--- src/rtl/xlr8_pwcapture.sv ---
// RC pulse-width capture: times up to NUM_CHANS servo pulses in microseconds and forwards each width to the servo block.
// Optional range filter: define XLR8_PWCAP_RANGE_EN to forward only widths within MIN_PW..MAX_PW.

module xlr8_pwcapture #(
    parameter int          NUM_CHANS  = 4,
    parameter logic [4:0]  BASE_IDX   = 5'd0,
    parameter logic [14:0] TIMEOUT_US = 15'd25000,
    parameter logic [11:0] MIN_PW     = 12'd500,
    parameter logic [11:0] MAX_PW     = 12'd2500
) (
    input  logic                 clk,
    input  logic                 rstn,
    input  logic                 en1mhz,
    input  logic [NUM_CHANS-1:0] pins_in,
    input  logic [NUM_CHANS-1:0] cap_en,
    output logic [4:0]           priv_index,
    output logic                 priv_wr_pw,
    output logic [15:0]          priv_pw,
    output logic [NUM_CHANS-1:0] cap_valid
);

    localparam int          IW   = (NUM_CHANS > 1) ? $clog2(NUM_CHANS) : 1;
    localparam logic [0:0]  IDLE = 1'b0;
    localparam logic [0:0]  HIGH = 1'b1;
    localparam logic [11:0] WMAX = 12'hFFF;

    logic [NUM_CHANS-1:0] sync1_q, sync2_q, sync3_q;
    logic [NUM_CHANS-1:0] rise_q, fall_q;
    logic [NUM_CHANS-1:0] state_q, state_d;
    logic [NUM_CHANS-1:0] pending_q, pending_d;
    logic [NUM_CHANS-1:0] valid_q, valid_d;
    logic [NUM_CHANS-1:0] inRange, req;
    logic [11:0]          width_q [NUM_CHANS];
    logic [11:0]          width_d [NUM_CHANS];
    logic [11:0]          widthCnt [NUM_CHANS];
    logic [11:0]          latch_q [NUM_CHANS];
    logic [11:0]          latch_d [NUM_CHANS];
    logic [14:0]          timer_q [NUM_CHANS];
    logic [14:0]          timer_d [NUM_CHANS];
    logic [IW-1:0]        lastPtr_q, lastPtr_d, grantIdx;
    logic                 grantHit;
    logic                 wr_q, wr_d;
    logic [4:0]           index_q, index_d;
    logic [15:0]          pw_q, pw_d;

    always_comb begin
        for (int i = 0; i < NUM_CHANS; i++) begin
            widthCnt[i] = (en1mhz && width_q[i] != WMAX) ? width_q[i] + 12'd1 : width_q[i];
        end
    end

`ifdef XLR8_PWCAP_RANGE_EN
    always_comb begin
        inRange = '0;
        for (int i = 0; i < NUM_CHANS; i++) begin
            inRange[i] = (widthCnt[i] >= MIN_PW) && (widthCnt[i] <= MAX_PW);
        end
    end
`else
    logic [23:0] unusedRangeBounds;
    assign unusedRangeBounds = {MIN_PW, MAX_PW};
    assign inRange = '1;
`endif

    // Round-robin: lowest requester above the last-served channel wins, otherwise wrap to the lowest overall.
    assign req = pending_q & cap_en;

    always_comb begin
        grantHit = 1'b0;
        grantIdx = '0;
        for (int j = NUM_CHANS - 1; j >= 0; j--) begin
            if (req[j] && IW'(j) <= lastPtr_q) begin
                grantHit = 1'b1;
                grantIdx = IW'(j);
            end
        end
        for (int j = NUM_CHANS - 1; j >= 0; j--) begin
            if (req[j] && IW'(j) > lastPtr_q) begin
                grantHit = 1'b1;
                grantIdx = IW'(j);
            end
        end
    end

    always_comb begin
        wr_d      = grantHit;
        index_d   = index_q;
        pw_d      = pw_q;
        lastPtr_d = lastPtr_q;
        if (grantHit) begin
            index_d   = BASE_IDX + 5'(grantIdx);
            pw_d      = {4'h0, latch_q[grantIdx]};
            lastPtr_d = grantIdx;
        end
    end

    // A capture on the same cycle as its service wins: the fresh width stays pending for a later write.
    always_comb begin
        for (int i = 0; i < NUM_CHANS; i++) begin
            state_d[i]   = state_q[i];
            width_d[i]   = width_q[i];
            latch_d[i]   = latch_q[i];
            pending_d[i] = pending_q[i];
            timer_d[i]   = timer_q[i];
            valid_d[i]   = valid_q[i];
            if (grantHit && grantIdx == IW'(i)) begin
                pending_d[i] = 1'b0;
            end
            if (en1mhz && timer_q[i] != TIMEOUT_US) begin
                timer_d[i] = timer_q[i] + 15'd1;
            end
            if (timer_d[i] == TIMEOUT_US) begin
                valid_d[i] = 1'b0;
            end
            if (!cap_en[i]) begin
                state_d[i]   = IDLE;
                width_d[i]   = '0;
                latch_d[i]   = '0;
                pending_d[i] = 1'b0;
                timer_d[i]   = '0;
                valid_d[i]   = 1'b0;
            end else if (state_q[i] == IDLE) begin
                if (rise_q[i]) begin
                    state_d[i] = HIGH;
                    width_d[i] = '0;
                end
            end else begin
                width_d[i] = widthCnt[i];
                if (fall_q[i]) begin
                    state_d[i] = IDLE;
                    if (widthCnt[i] != WMAX && inRange[i]) begin
                        latch_d[i]   = widthCnt[i];
                        pending_d[i] = 1'b1;
                        timer_d[i]   = '0;
                        valid_d[i]   = 1'b1;
                    end
                end
            end
        end
    end

    always_ff @(posedge clk or negedge rstn) begin
        if (!rstn) begin
            sync1_q   <= '0;
            sync2_q   <= '0;
            sync3_q   <= '0;
            rise_q    <= '0;
            fall_q    <= '0;
            state_q   <= '0;
            pending_q <= '0;
            valid_q   <= '0;
            lastPtr_q <= IW'(NUM_CHANS - 1);
            wr_q      <= 1'b0;
            index_q   <= 5'd0;
            pw_q      <= 16'h0;
            for (int i = 0; i < NUM_CHANS; i++) begin
                width_q[i] <= '0;
                latch_q[i] <= '0;
                timer_q[i] <= '0;
            end
        end else begin
            sync1_q   <= pins_in;
            sync2_q   <= sync1_q;
            sync3_q   <= sync2_q;
            rise_q    <= sync2_q & ~sync3_q;
            fall_q    <= ~sync2_q & sync3_q;
            state_q   <= state_d;
            pending_q <= pending_d;
            valid_q   <= valid_d;
            lastPtr_q <= lastPtr_d;
            wr_q      <= wr_d;
            index_q   <= index_d;
            pw_q      <= pw_d;
            for (int i = 0; i < NUM_CHANS; i++) begin
                width_q[i] <= width_d[i];
                latch_q[i] <= latch_d[i];
                timer_q[i] <= timer_d[i];
            end
        end
    end

    assign priv_wr_pw = wr_q;
    assign priv_index = index_q;
    assign priv_pw    = pw_q;
    assign cap_valid  = valid_q;

endmodule

--- config.mk ---
export PLATFORM = sky130hd
export DESIGN_NAME = xlr8_pwcapture
export DESIGN_NICKNAME = d
export VERILOG_FILES = /design/src/rtl/xlr8_pwcapture.sv
export SDC_FILE = /design/constraint.sdc
export NUM_CORES = 1
export LEC_CHECK = 0
export CORE_MARGIN = 5
export CORE_UTILIZATION = 45
export CTS_CLUSTER_SIZE = 24
export DETAILED_ROUTE_END_ITERATION = 8
export HOLD_SLACK_MARGIN = 0.12
export PLACE_DENSITY = 0.74
export SLEW_MARGIN = 20
export SYNTH_ARGS = -nofsm -noshare
export SYNTH_HDL_FRONTEND = slang
export SYNTH_SLANG_ARGS = --single-unit
--- constraint.sdc ---
create_clock -name clk -period 3.2 [get_ports clk]
set_input_delay 0.64 -clock clk [delete_from_list [all_inputs] [get_ports clk]]
set_output_delay 0.64 -clock clk [all_outputs]
set_load 0.05 [all_outputs]
After elaboration in Yosys (flattened, before gate mapping)
Index checks and enable logic that the tools add are counted.

Flip-flop bits (word level): 205. Input port bits: 11. Output and inout bits: 26. Logic and storage cells: 234.

$add $sub $neg: 8. Order comparisons: 9. Equal/unequal tests: 35. Muxes and demuxes: 127. Bitwise gates (word level): 6. Reductions and logical operators: 25.

Operators by type and width (count): $mux W12 (34); $mux W15 (20); $ne A12 B12 Y1 const B (8); $mux W1 (64); $add A15 B1 Y15 const B (4); $eq A15 B15 Y1 const B (4); $ne A15 B15 Y1 const B (4); $add A12 B1 Y12 const B (4); $bmux W12 S2 (1); $ne A2 B1 Y1 const B (12); $logic_and A1 B1 Y1 (20); $mux W2 (8); $and A4 B4 Y4 (3); $ne A3 B1 Y1 const B (4); $reduce_and A3 Y1 (4); $not A4 Y4 (2); $eq A2 B2 Y1 const B (2); $gt A1 B2 Y1 const A (2); $gt A2 B2 Y1 const A (2); $le A1 B2 Y1 const A (2); $le A2 B2 Y1 const A (2); $ge A3 B3 Y1 const B (1); $not A2 Y3 (1); $eq A2 B1 Y1 const B (1); $logic_not A2 Y1 (1).

Logic depth before layout (Yosys ltp)
Depth after elaboration: 17. Depth in mapped cells: 10. Depth with buffers taken out: 9.

Worst setup path after synthesis
Ideal clock, no wire load.

Path kind: input to register. Start: input port en1mhz. End: register latch_q[15] (netlist bit). Library setup time: 123 ps. Arrival time: 2540 ps. Data required time: 3077 ps. Slack: 537 ps. Cell stages on the path: 10. Path buffers: 3. Cell sequence: buf_2 and3_1 buf_2 a21oi_1 nand3b_1 or4_4 nor3_4 nor2_2 buf_6 o221a_2.

Word-level cells in the longest chain between the ends: 6. Elaborated cells on any way between the ends: 9. Classes of those cells: eq/ne: 2; mux: 5; reduce/logical: 2.

RTL lines: start: declaration (RTL line 13) `input logic en1mhz,`; $logic_and A1 B1 Y1 * (RTL line 48) `widthCnt[i] = (en1mhz && width_q[i] != WMAX) ? width_q[i] + 12'd1 : width_q[i];`; $mux W12 * (RTL line 48); parallel branches: the longest is 4 deep, another holds $ne A12 B12 Y1; end signal: indexed assignment (RTL line 176) `latch_q[i] <= latch_d[i];`; end: declaration (RTL line 36) `logic [11:0] latch_q [NUM_CHANS];`.

Mark *: on every way between the ends. The select of a mux whose other input is x is not followed. A chain may end at the register's enable or synchronous reset.

Worst setup path after layout
Start: register width_q[24] (netlist bit). End: register latch_q[34] (netlist bit).

Word-level cells in the longest chain between the ends: 7. Elaborated cells on any way between the ends: 11. Classes of those cells: add/sub: 1; eq/ne: 3; mux: 5; reduce/logical: 2.

RTL lines: start: declaration (RTL line 33) `logic [11:0] width_q [NUM_CHANS];`; start signal: indexed assignment (RTL line 175) `width_q[i] <= width_d[i];`; parallel branches: the longest is 2 deep, another holds $add A12 B1 Y12; $mux W12 * (RTL line 48); parallel branches: the longest is 4 deep, another holds $ne A12 B12 Y1.

Marks and branches as above.

==> results.sh <==
export IMPL_status="complete, no violations"
export IMPL_start_util=0.458
export IMPL_num_vias=9326
export IMPL_die_x_um=170
export IMPL_first_global_vias=8902
export IMPL_finalHoldViolCount=0
export IMPL_clk_latency_ns=0.53
export IMPL_drive_gt1_frac=0.105
export IMPL_grt_pass1_wl_um=45600
export IMPL_viasPerCell=5.74
export IMPL_numCtsBuffers=23
export IMPL_die_area_mm2=0.0289
export IMPL_wl_per_cell_um=16.3
export IMPL_start_kind="register"
export IMPL_slew_headroom=0.452
export IMPL_cts_tree="built"
export IMPL_leakagePower_uw=0.00547
export IMPL_setup_viol=0
export IMPL_finClkSkew_ns=0.0208
export IMPL_end_kind="register"
export IMPL_antenna_cells=0
export IMPL_post_dp_cell_area_mm2=0.0122
export IMPL_drc_errors=0
export IMPL_dpl_hpwl_um=18500
export IMPL_core_area_mm2=0.0252
export IMPL_min_period_ns=2.98
export IMPL_min_path_type="reg -> reg"
export IMPL_grt_max_degree=64
export IMPL_min_period_over_period=0.930
export IMPL_clkSlewWorstSetupHoldPaths_ns=0.06
export IMPL_pin_count=37
export IMPL_nets=1301
export IMPL_cts_root_buf="clkbuf_16"
export IMPL_cap_violations=0
export IMPL_final_instance_count_excl_fill=1625
export IMPL_postSynthAreaPerCell_um2=9.10
export IMPL_yosys_register_bits=205
export IMPL_drt_total_wl_um=26400
export IMPL_required_ns=3.62
export IMPL_rsz0062_at_grt="false"
export IMPL_crit_type="reg -> reg"
export IMPL_tightest_slew_ns=0.819
export IMPL_synth_warnings=0
export IMPL_clk_path_buf_depth=3
export IMPL_arrival_ns=3.40
export IMPL_ant_nets=0
export IMPL_postLayoutCellArea_mm2=0.0129
export IMPL_cp_max_fo=6
export IMPL_drv_slew=0
export IMPL_syn_cell_area_mm2=0.0115
export IMPL_cts_htree_levels=1
export IMPL_irDropWorstVdd_mv=0.367
export IMPL_yosys_top_cells_area="dfrtp_1 (44%), nor2_1 (4.3%), nand2_1 (4.2%)"
export IMPL_yosysUniqueCellTypes=81
export IMPL_synthFlopType="dfrtp_1"
export IMPL_dp_cells=1582
export IMPL_dp_slack_ns=0.119
export IMPL_async_flop_share=1.00
export IMPL_cts_sinks=205
export IMPL_timing_fmax_mhz=336
export IMPL_rows=58
export IMPL_yosysTopAreaCell="dfrtp_1"
export IMPL_pwr_density_cell_mw_per_mm2=462
export IMPL_antenna_found_initial=0
export IMPL_synth_top_area_frac=0.441
export IMPL_finalWeightedCongestion=0.904
export IMPL_numPortBuffers=29
export IMPL_grt_overflow_total=0
export IMPL_first_pass_iters=5
export IMPL_synth_edf_count=0
export IMPL_grt_usage=0.185
export IMPL_setup_ws_ns=0.223
export IMPL_syn_inst=1267
export IMPL_drtIter0Drc=758
export IMPL_ys_seq_area_frac=0.445
export IMPL_dieHeight_um=170
export IMPL_tns_ns=0
export IMPL_syn_to_final_growth_pct=12.3
[cell type report]
| cell class | instances | area, um2 |
|---|---|---|
| Inverter | 39 | 146 |
| Clock inverter | 11 | 128 |
| Clock buffer | 31 | 626 |
| Timing Repair Buffer | 63 | 584 |
| Sequential cell | 205 | 5130 |
| Fill cell | 2244 | 12200 |
| Tap cell | 330 | 413 |
| Multi-Input combinational cell | 946 | 5920 |
[kinds of logic (layout without fill, tap and decap cells)]
group | Yosys count | count (layout) | share of synthesized area
other | 1 | 7 | 0.000325
AOI/OAI and AO/OA | 258 | 258 | 0.157
DFF | 205 | 205 | 0.445
and+or+nand+nor | 553 | 553 | 0.246
buffers and inverters | 122 | 144 | 0.0452
xor gates and xnor gates | 82 | 82 | 0.0623
muxes | 34 | 34 | 0.0308
adders and majority gates | 12 | 12 | 0.0130
[metal layers]
metal | global-route usage | wire [um] | share of wire
met1 | 0.274 | 12700 | 0.48
met2 | 0.291 | 12100 | 0.46
met3 | 0.0267 | 1320 | 0.050
met4 | 0.0365 | 280 | 0.011
met5 | 0 | 0 | 0
[Yosys cell counts (4+ instances only)]
cell type / instances
or3_1: 7
dfrtp_1: 203
mux2i_1: 22
nor2b_1: 20
o31ai_1: 5
nand2_1: 130
nor2_1: 132
nor4_1: 13
mux2_2: 12
nand2b_1: 11
ha_1: 12
o22ai_1: 6
nand3_1: 49
buf_4: 9
buf_1: 4
nor3b_1: 26
o32a_1: 4
o21ai_0: 39
nand4_1: 32
a31oi_1: 19
a21oi_1: 92
or4_1: 5
and2_1: 12
clkbuf_1: 56
nor3_1: 42
and3_1: 36
inv_1: 38
and4_1: 11
xor2_1: 29
a211o_1: 11
o221a_2: 22
a21o_1: 5
nand3b_1: 6
o211ai_1: 4
o21a_1: 9
buf_2: 11
xnor2_1: 53
[cells in the final DEF, fill, tap and decap left out, types with 5 or more instances in the layout]
cell type        instances
clkinv_2                 5
or4_1                    5
mux2i_1                 22
clkdlybuf4s50_1         27
a211o_1                 11
nor4_1                  13
nand4_1                 32
o221a_2                 22
nor2b_1                 20
ha_1                    12
nor3b_1                 26
nor3_1                  42
nand3b_1                 6
a21o_1                   5
and4_1                  11
or3_1                    7
mux2_2                  12
nand2b_1                11
a21oi_1                 92
xnor2_1                 53
inv_1                   38
nand2_1                130
clkbuf_1                 6
and3_1                  36
a31oi_1                 19
conb_1                   7
o22ai_1                  6
dfrtp_1                203
o21ai_0                 39
clkbuf_16               23
nand3_1                 49
nor2_1                 132
and2_1                  12
o21a_1                   9
buf_4                   30
xor2_1                  29
[power by group]
| part | internal, uW | switching [uW] | leakage [uW] |
|---|---|---|---|
| Sequential | 2690 | 101 | 0.00280 |
| Combinational | 191 | 384 | 0.00231 |
| Clock | 1550 | 1080 | 0.000363 |
[worst max-delay path: stages, from the launching register on]
cell and delay (ns):
dfrtp_1 0.44, ha_1 0.24, nand4_1 0.25, or4_4 0.53, a21o_1 0.22, a221oi_1 0.37, and4_1 0.33, buf_4 0.17
nor4_1 0.07, a31o_2 0.24
[registers in the layout, summed over array words and instances (netlist names)]
name	count
lastPtr_q	2
sync2_q	4
priv_wr_pw	1
fall_q	4
sync1_q	4
state_q	4
pending_q	4
width_q	48
cap_valid	4
rise_q	4
priv_index	2
sync3_q	4
priv_pw	12
timer_q	60
latch_q	48
[repair_timing]
action,in CTS,in global routing
gates resized for setup,0,1
setup buffers,0,0
setup endpoints to repair,0,5
hold buffers,1,0
endpoints found under the hold margin,10,0
[path summary, 6_finish.rpt]
kind | start | endpoint | slack, ns | cells past startpoint
setup / recovery | width_q[24]$_DFFE_PN0P_ | latch_q[34]$_DFFE_PN0P_ | 0.22 | 9
hold / removal | sync1_q[0]$_DFF_PN0_ | sync2_q[0]$_DFF_PN0_ | 0.35 | 0
setup reg to reg | width_q[24]$_DFFE_PN0P_ | latch_q[34]$_DFFE_PN0P_ | 0.22 | 9
hold reg to reg | sync1_q[0]$_DFF_PN0_ | sync2_q[0]$_DFF_PN0_ | 0.35 | 0
max in group asynchronous | rstn | timer_q[14]$_DFF_PN0_ | 1.52 | 3
min in group asynchronous | rstn | timer_q[53]$_DFF_PN0_ | 0.65 | 2
[stage by stage]
step	total power, uW	utilization	hold slack, ns
finish	5990	0.514	0.347
global placement	3400	0.484	0.339
detailed placement	3410	0.484	0.336
floorplan	3170	-	0.331
CTS	6080	0.514	0.349
global route	6240	0.514	0.357
No activity file was read; power rests on OpenSTA's default activity.
